[src/rtl/ring_shift_counter.sv]
// Ring / Johnson shift counter with a period step counter, wrap pulse and illegal-code flag.
// Optional RING_SHIFT_COUNTER_SELFCORRECT_EN: an enabled shift from an illegal code reseeds instead.
module ring_shift_counter #(
    parameter int WIDTH = 5,
    parameter int SW    = $clog2(2 * WIDTH)
) (
    input  logic             clk,
    input  logic             clear,
    input  logic             en,
    input  logic             load,
    input  logic [WIDTH-1:0] ld,
    input  logic             mode,
    input  logic             dir,
    output logic [WIDTH-1:0] q,
    output logic [SW-1:0]    step,
    output logic             wrap,
    output logic             illegal
);

    localparam logic [SW-1:0] RING_LAST = SW'(WIDTH - 1);
    localparam logic [SW-1:0] JOHN_LAST = SW'(2 * WIDTH - 1);

    logic             fb;
    logic [WIDTH-1:0] shifted;
    logic [WIDTH-2:0] edges;
    logic             at_last;
    logic             correct;
    logic [WIDTH-1:0] q_nxt;
    logic [SW-1:0]    step_nxt;
    logic             wrap_nxt;

    // Johnson mode inverts the bit that wraps around the end of the register.
    always_comb begin
        if (dir) begin
            fb      = mode ? ~q[WIDTH-1] : q[WIDTH-1];
            shifted = {q[WIDTH-2:0], fb};
        end else begin
            fb      = mode ? ~q[0] : q[0];
            shifted = {fb, q[WIDTH-1:1]};
        end
    end

    assign edges   = q[WIDTH-1:1] ^ q[WIDTH-2:0];
    assign illegal = mode ? ($countones(edges) > 1) : ($countones(q) != 1);
    assign at_last = step >= (mode ? JOHN_LAST : RING_LAST);

`ifdef RING_SHIFT_COUNTER_SELFCORRECT_EN
    assign correct = en & illegal;
`else
    assign correct = 1'b0;
`endif

    always_comb begin
        q_nxt    = q;
        step_nxt = step;
        wrap_nxt = 1'b0;
        if (load) begin
            q_nxt    = ld;
            step_nxt = '0;
        end else if (correct) begin
            q_nxt    = mode ? '0 : WIDTH'(1);
            step_nxt = '0;
        end else if (en) begin
            q_nxt = shifted;
            if (at_last) begin
                step_nxt = '0;
                wrap_nxt = 1'b1;
            end else begin
                step_nxt = step + 1'b1;
            end
        end
    end

    always_ff @(posedge clk) begin
        if (clear) begin
            q    <= '0;
            step <= '0;
            wrap <= 1'b0;
        end else begin
            q    <= q_nxt;
            step <= step_nxt;
            wrap <= wrap_nxt;
        end
    end

endmodule
[config.mk]
export PLATFORM = sky130hd
export DESIGN_NAME = ring_shift_counter
export DESIGN_NICKNAME = d
export VERILOG_FILES = /design/src/rtl/ring_shift_counter.sv
export SDC_FILE = /design/constraint.sdc
export NUM_CORES = 1
export LEC_CHECK = 0
export ABC_AREA = 0
export BUFFER_PORTS_ARGS = -buffer_cell sky130_fd_sc_hd__buf_2
export CAP_MARGIN = 20
export CORE_MARGIN = 2
export CORE_UTILIZATION = 50
export CTS_CLUSTER_SIZE = 16
export DETAILED_ROUTE_END_ITERATION = 10
export PLACE_DENSITY = 0.79
export RECOVER_POWER = 50
export SLEW_MARGIN = 20
export SYNTH_ARGS = -nofsm -noshare
export SYNTH_HDL_FRONTEND = slang
export SYNTH_SLANG_ARGS = --single-unit
[constraint.sdc]
create_clock -name clk -period 3 [get_ports clk]
set_input_delay 0.6 -clock clk [delete_from_list [all_inputs] [get_ports clk]]
set_output_delay 0.6 -clock clk [all_outputs]
set_load 0.01 [all_outputs]
**Word level (Yosys, flattened, before mapping)**

Cells that the tools add are included.

- Bitwise logic cells: 4
- Multiplexer cells: 9
- Multiply operators: 0
- Shift-type cells: 0
- $add $sub $neg: 8
- Reduce and logical (&&, ||, !) cells: 3
- Div/mod/pow operators: 0
- Magnitude comparators: 2
- Equal/unequal tests: 1

Operator list:

| kind | number |
|---|---|
| 5-bit 2-to-1 mux | 3 |
| 1-bit by 1-bit adder with 2-bit output | 4 |
| 4-bit 2-to-1 mux | 2 |
| 2-bit by 2-bit adder with 3-bit output | 2 |
| 3-bit by 1-bit adder with 4-bit output | 1 |
| 4-bit by 1-bit adder with 4-bit output, second input constant | 1 |
| 4-bit >= comparator | 1 |
| 1-bit 2-to-1 mux | 4 |
| 4-bit by 1-bit != test with 1-bit output, second input constant | 1 |
| 4-bit bitwise XOR | 1 |
| 3-bit by 1-bit greater-than comparator with 1-bit output, second input constant | 1 |
| 1-bit NOT | 3 |
| 3-bit OR reduction | 1 |
| 2-bit nonzero test | 1 |
| 2-bit OR reduction | 1 |

- Memories: 0
- Output and inout bits: 11
- Flip-flop bits (word level): 10
- Memory bits (writable): 0
- Bits in read-only memories: 0
- Logic and storage cells: 30
- Latch bits: 0

**Longest topological paths before layout**

- Depth in word-level cells: 5
- Depth in mapped cells: 7
- Mapped depth without buffers: 7

**Least setup slack after synthesis**

Ideal clock, no wire load.

- Kind: reg-to-output
- From: reg q[0]
- To: out illegal
- Arrival: 2.020 ns
- Stages on the path, launching flop included: 8
- Setup slack: 0.380 ns
- Path buffers: 0
- Cell sequence: dfxtp_1 inv_1 fa_1 fa_1 inv_1 ha_1 nor4_1 a31oi_1

- Word-level cells in the longest chain between the ends: 5

RTL lines:

| item | RTL line | RTL |
|---|---|---|
| start: declaration | 14 | `output logic [WIDTH-1:0] q,` |
| start signal: assignment | 80 | `q <= q_nxt;` |
| 1-bit by 1-bit adder with 2-bit output (not written as such) or 4-bit bitwise XOR (tied branches) | 44, 43 |  |
| 2-bit by 2-bit adder with 3-bit output (not written as such) or 1-bit by 1-bit adder with 2-bit output (tied branches) | 44 | `assign illegal = mode ? ($countones(edges) > 1) : ($countones(q) != 1);` |
| 3-bit by 1-bit adder with 4-bit output (not written as such) or 2-bit by 2-bit adder with 3-bit output (tied branches) | 44 |  |
| 4-bit by 1-bit != test with 1-bit output or 3-bit by 1-bit greater-than comparator with 1-bit output (tied branches) | 44 |  |
| 1-bit 2-to-1 mux * | 44 |  |
| end: declaration | 17 | `output logic illegal` |

Mark *: on every way between the ends. The rest lies on a longest branch, timed or not.

**Final worst setup path**

- From: reg q[3]
- To: out illegal

Same word-level chain as after synthesis.

==> metrics.txt <==
# TYPE chip_impl_metric gauge
chip_impl_info{name="run_status",value="complete, no violations"} 1
chip_impl_metric{name="worst-endpoint-arrival",unit="ns"} 2.30
chip_impl_metric{name="seqPwrFrac",unit=""} 0.456
chip_impl_info{name="most_frequent_cell_after_synthesis",value="inv_1"} 1
chip_impl_metric{name="synth_edf_count",unit=""} 0
chip_impl_info{name="cts_root_buffer",value="clkbuf_4"} 1
chip_impl_metric{name="postSynthCellCount",unit=""} 88
chip_impl_metric{name="largest_net_degree_at_the_start_of_global_routing",unit=""} 15
chip_impl_metric{name="coreArea",unit="sq um"} 1490
chip_impl_metric{name="antenna_left",unit=""} 0
chip_impl_metric{name="cts_made_buffers",unit=""} 3
chip_impl_metric{name="synthesis.area_per_instance",unit="sq um"} 8.89
chip_impl_metric{name="dieArea",unit="sq um"} 1900
chip_impl_metric{name="power.switching_fraction",unit=""} 0.301
chip_impl_metric{name="total_via_count_after_detailed_routing",unit=""} 660
chip_impl_metric{name="peakVddDrop",unit="mV"} 0.307
chip_impl_metric{name="clock_path_buffers",unit=""} 2
chip_impl_metric{name="power_report.internal_total",unit="mW"} 0.227
chip_impl_info{name="hp-class",value="flip-flop to flip-flop"} 1
chip_impl_metric{name="grt_pass1_vias",unit=""} 611
chip_impl_info{name="worst_path_max_delay_cell",value="fa_1"} 1
chip_impl_info{name="synthTopCellsByCount",value="inv_1, dfxtp_1, a21oi_1"} 1
chip_impl_metric{name="final-hold-violation-count",unit=""} 0
chip_impl_metric{name="cts_htree_levels",unit=""} 1
chip_impl_metric{name="drtIter0Drc",unit=""} 14
chip_impl_metric{name="power_density",unit="nW/um^2"} 360
chip_impl_metric{name="drtPass1Iterations",unit=""} 4
chip_impl_metric{name="floorplan.rows",unit=""} 14
chip_impl_metric{name="synth.ff_latch_count",unit=""} 10
chip_impl_metric{name="design_power_total",unit="mW"} 0.325
chip_impl_metric{name="maximum_net_fanout_on_the_critical_path",unit=""} 7
chip_impl_metric{name="power.static_leakage",unit="nW"} 0.442
chip_impl_metric{name="buffer_ports.inserted",unit=""} 21
chip_impl_metric{name="timing.max_cap.violations",unit=""} 0
chip_impl_metric{name="area_growth_syn_to_layout",unit="%"} 15.5
chip_impl_metric{name="achievable-frequency",unit="MHz"} 345
chip_impl_metric{name="relSlewSlack",unit=""} 0.624
chip_impl_info{name="flip_flop_cell_with_the_highest_count_after_synthesis",value="dfxtp_1"} 1
chip_impl_info{name="rsz0062_at_grt",value="no"} 1
chip_impl_metric{name="timing.clock.skew",unit="ns"} 0.000345
chip_impl_metric{name="number_of_inserted_diodes",unit=""} 0
chip_impl_info{name="synth.area.top_cells",value="dfxtp_1, ha_1, xor2_1"} 1
chip_impl_metric{name="die_h",unit="um"} 43.5
chip_impl_metric{name="fin_nets",unit=""} 131
chip_impl_info{name="worstSetupEndpointType",value="output pin"} 1
chip_impl_metric{name="clk_transition_reported_paths",unit="ns"} 0.06
chip_impl_metric{name="tightest_slew",unit="ns"} 0.565
chip_impl_info{name="crit_chain",value="inv_1, fa_1, fa_1, inv_1, ha_1, nor4_1, a31oi_1, buf_2"} 1
chip_impl_metric{name="nFillCells",unit=""} 134
chip_impl_metric{name="wl",unit="um"} 1450
chip_impl_metric{name="final_critical_period",unit="ns"} 2.90
chip_impl_metric{name="fin_crit_sh",unit=""} 0.967
chip_impl_info{name="yosysTopAreaCell",value="dfxtp_1"} 1
chip_impl_metric{name="groute.usage.overall",unit=""} 0.171
chip_impl_metric{name="clkPwrFrac",unit=""} 0.268
chip_impl_metric{name="setup_total_negative_slack",unit="ns"} 0
chip_impl_metric{name="clk_latency",unit="ns"} 0.26
chip_impl_info{name="cp-start-kind",value="flip-flop"} 1
chip_impl_metric{name="postPlaceCellArea",unit="sq um"} 887
chip_impl_metric{name="synth_top_cell_area_share",unit=""} 0.256
chip_impl_metric{name="layout.cell_area.non_filler",unit="sq um"} 903
chip_impl_metric{name="netSwitchingPower",unit="mW"} 0.0977
chip_impl_info{name="path_class",value="flip-flop to output pin"} 1
chip_impl_metric{name="share_comb_of_total_power",unit=""} 0.276
chip_impl_metric{name="grt_overflow",unit=""} 0
chip_impl_metric{name="detailedPlacementHpwl",unit="um"} 1170
chip_impl_metric{name="routed_wire_length_per_instance",unit="um"} 11.6
chip_impl_metric{name="drc_violations",unit=""} 0
chip_impl_metric{name="initial_core_util",unit=""} 0.525
chip_impl_metric{name="synth.yosys.seq_area_share",unit=""} 0.256
chip_impl_metric{name="postSynthNetCount",unit=""} 108
chip_impl_info{name="kind_of_cell_adding_the_most_delay_to_the_critical_path",value="adder cells"} 1
chip_impl_metric{name="max_stage_delay",unit="ns"} 0.45
chip_impl_metric{name="clock_sinks",unit=""} 10
chip_impl_metric{name="die-width",unit="um"} 43.5
chip_impl_metric{name="wire_length_of_the_first_global_routing_pass",unit="um"} 2450
chip_impl_info{name="cts_tree",value="done"} 1
chip_impl_metric{name="initial_antenna_violation_count",unit=""} 0
chip_impl_metric{name="syn_area",unit="sq um"} 782
chip_impl_metric{name="post_route_cells_drive_above_1_share",unit=""} 0.248
chip_impl_metric{name="top_level_ports",unit=""} 22
chip_impl_metric{name="buf_inv_stages_crit_path",unit=""} 3
chip_impl_metric{name="synth_warnings",unit=""} 0
chip_impl_metric{name="final_weighted_congestion_in_routability_driven_placement",unit=""} 0.754
chip_impl_metric{name="required",unit="ns"} 2.40
chip_impl_metric{name="via_per_inst",unit=""} 5.28
chip_impl_metric{name="timing.final.max_slew_violations",unit=""} 0
chip_impl_metric{name="post_synth_arst_share",unit=""} 0
chip_impl_metric{name="synthDistinctLibCells",unit=""} 35
chip_impl_metric{name="setup-violations-final",unit=""} 0
==> state kept, by name, indices dropped and copies added, names as in the netlist <==
| register | count |
|---|---|
| wrap | 1 |
| q | 5 |
| step | 4 |
==> per-stage QoR <==
stage                     hold slack (ns)   util  setup WS (ns)  instances
final                               0.529  0.607         0.0983        125
after global routing                0.548  0.607        0.00933        125
after CTS                           0.527  0.613         0.0700        125
after detailed placement            0.518  0.596          0.260        122
after global placement              0.511  0.596          0.363        122
after floorplan                     0.525      -          0.380         88
==> cell families after synthesis <==
| family | count (synthesis) | synth area share |
|---|---|---|
| AO/OA/AOI/OAI | 24 | 0.221 |
| XOR/XNOR | 7 | 0.0784 |
| adder cells (fa/ha/maj) | 9 | 0.163 |
| buffers and inverters | 18 | 0.102 |
| flip-flops | 10 | 0.256 |
| multiplexers | 3 | 0.0384 |
| AND/OR/NAND/NOR | 17 | 0.141 |
==> layer usage <==
metal	up-vias	global-route usage	wire, um
met5	-	0	0
met4	0	0.109	8
met3	2	0.0125	35
met1	302	0.220	703
li1	347	-	-
met2	9	0.274	706
==> what timing repair did <==
item,4_1_cts,5_1_grt
pin swaps,0,0
buffers inserted,0,0
gates resized for setup,2,1
setup endpoints to repair,1,1
hold buffers,0,0
==> worst paths after layout <==
| path | startpoint | endpoint | slack [ns] | depth (start not counted) |
|---|---|---|---|---|
| setup / recovery | q[3] | illegal | 0.1 | 8 |
| setup reg to reg | step[0] | step[3] | 1.45 | 5 |
| hold / removal | step[0] | step[0] | 0.53 | 2 |
| hold reg to reg | step[0] | step[0] | 0.53 | 2 |
==> power groups by stage <==
stage	clock [mW]	sequential, mW	combinational, mW
floorplan	0	0.152	0.0632
global placement	0	0.151	0.0896
detailed placement	0	0.152	0.0920
CTS	0.0924	0.149	0.0927
global route	0.0947	0.150	0.103
finish	0.0870	0.148	0.0898
==> worst reg2reg max path: stages, from the launching register on <==
cell	delay, ns
dfxtp_1	0.40
inv_1	0.09
ha_1	0.31
nor4b_4	0.32
o21ai_1	0.14
a211oi_2	0.22
==> placed cells by master (no fill, tap or decap), types with 3 or more instances in the layout <==
master    count
nor2_1        3
a21oi_1       8
buf_2        17
xor2_1        6
mux2i_1       3
clkbuf_4      3
inv_1        13
ha_1          7
a211o_1       3
nand2_1       6
clkbuf_1      4
dfxtp_1       8
==> layout make-up <==
class	count	area [sq um]	area share
Clock buffer	3	22.5	0.0249
Inverter	14	52.6	0.0582
Tap cell	16	20.0	0.0222
Timing Repair Buffer	22	108	0.119
Multi-Input combinational cell	60	495	0.548
Sequential cell	10	205	0.227
(Power assumes the default switching activity.)
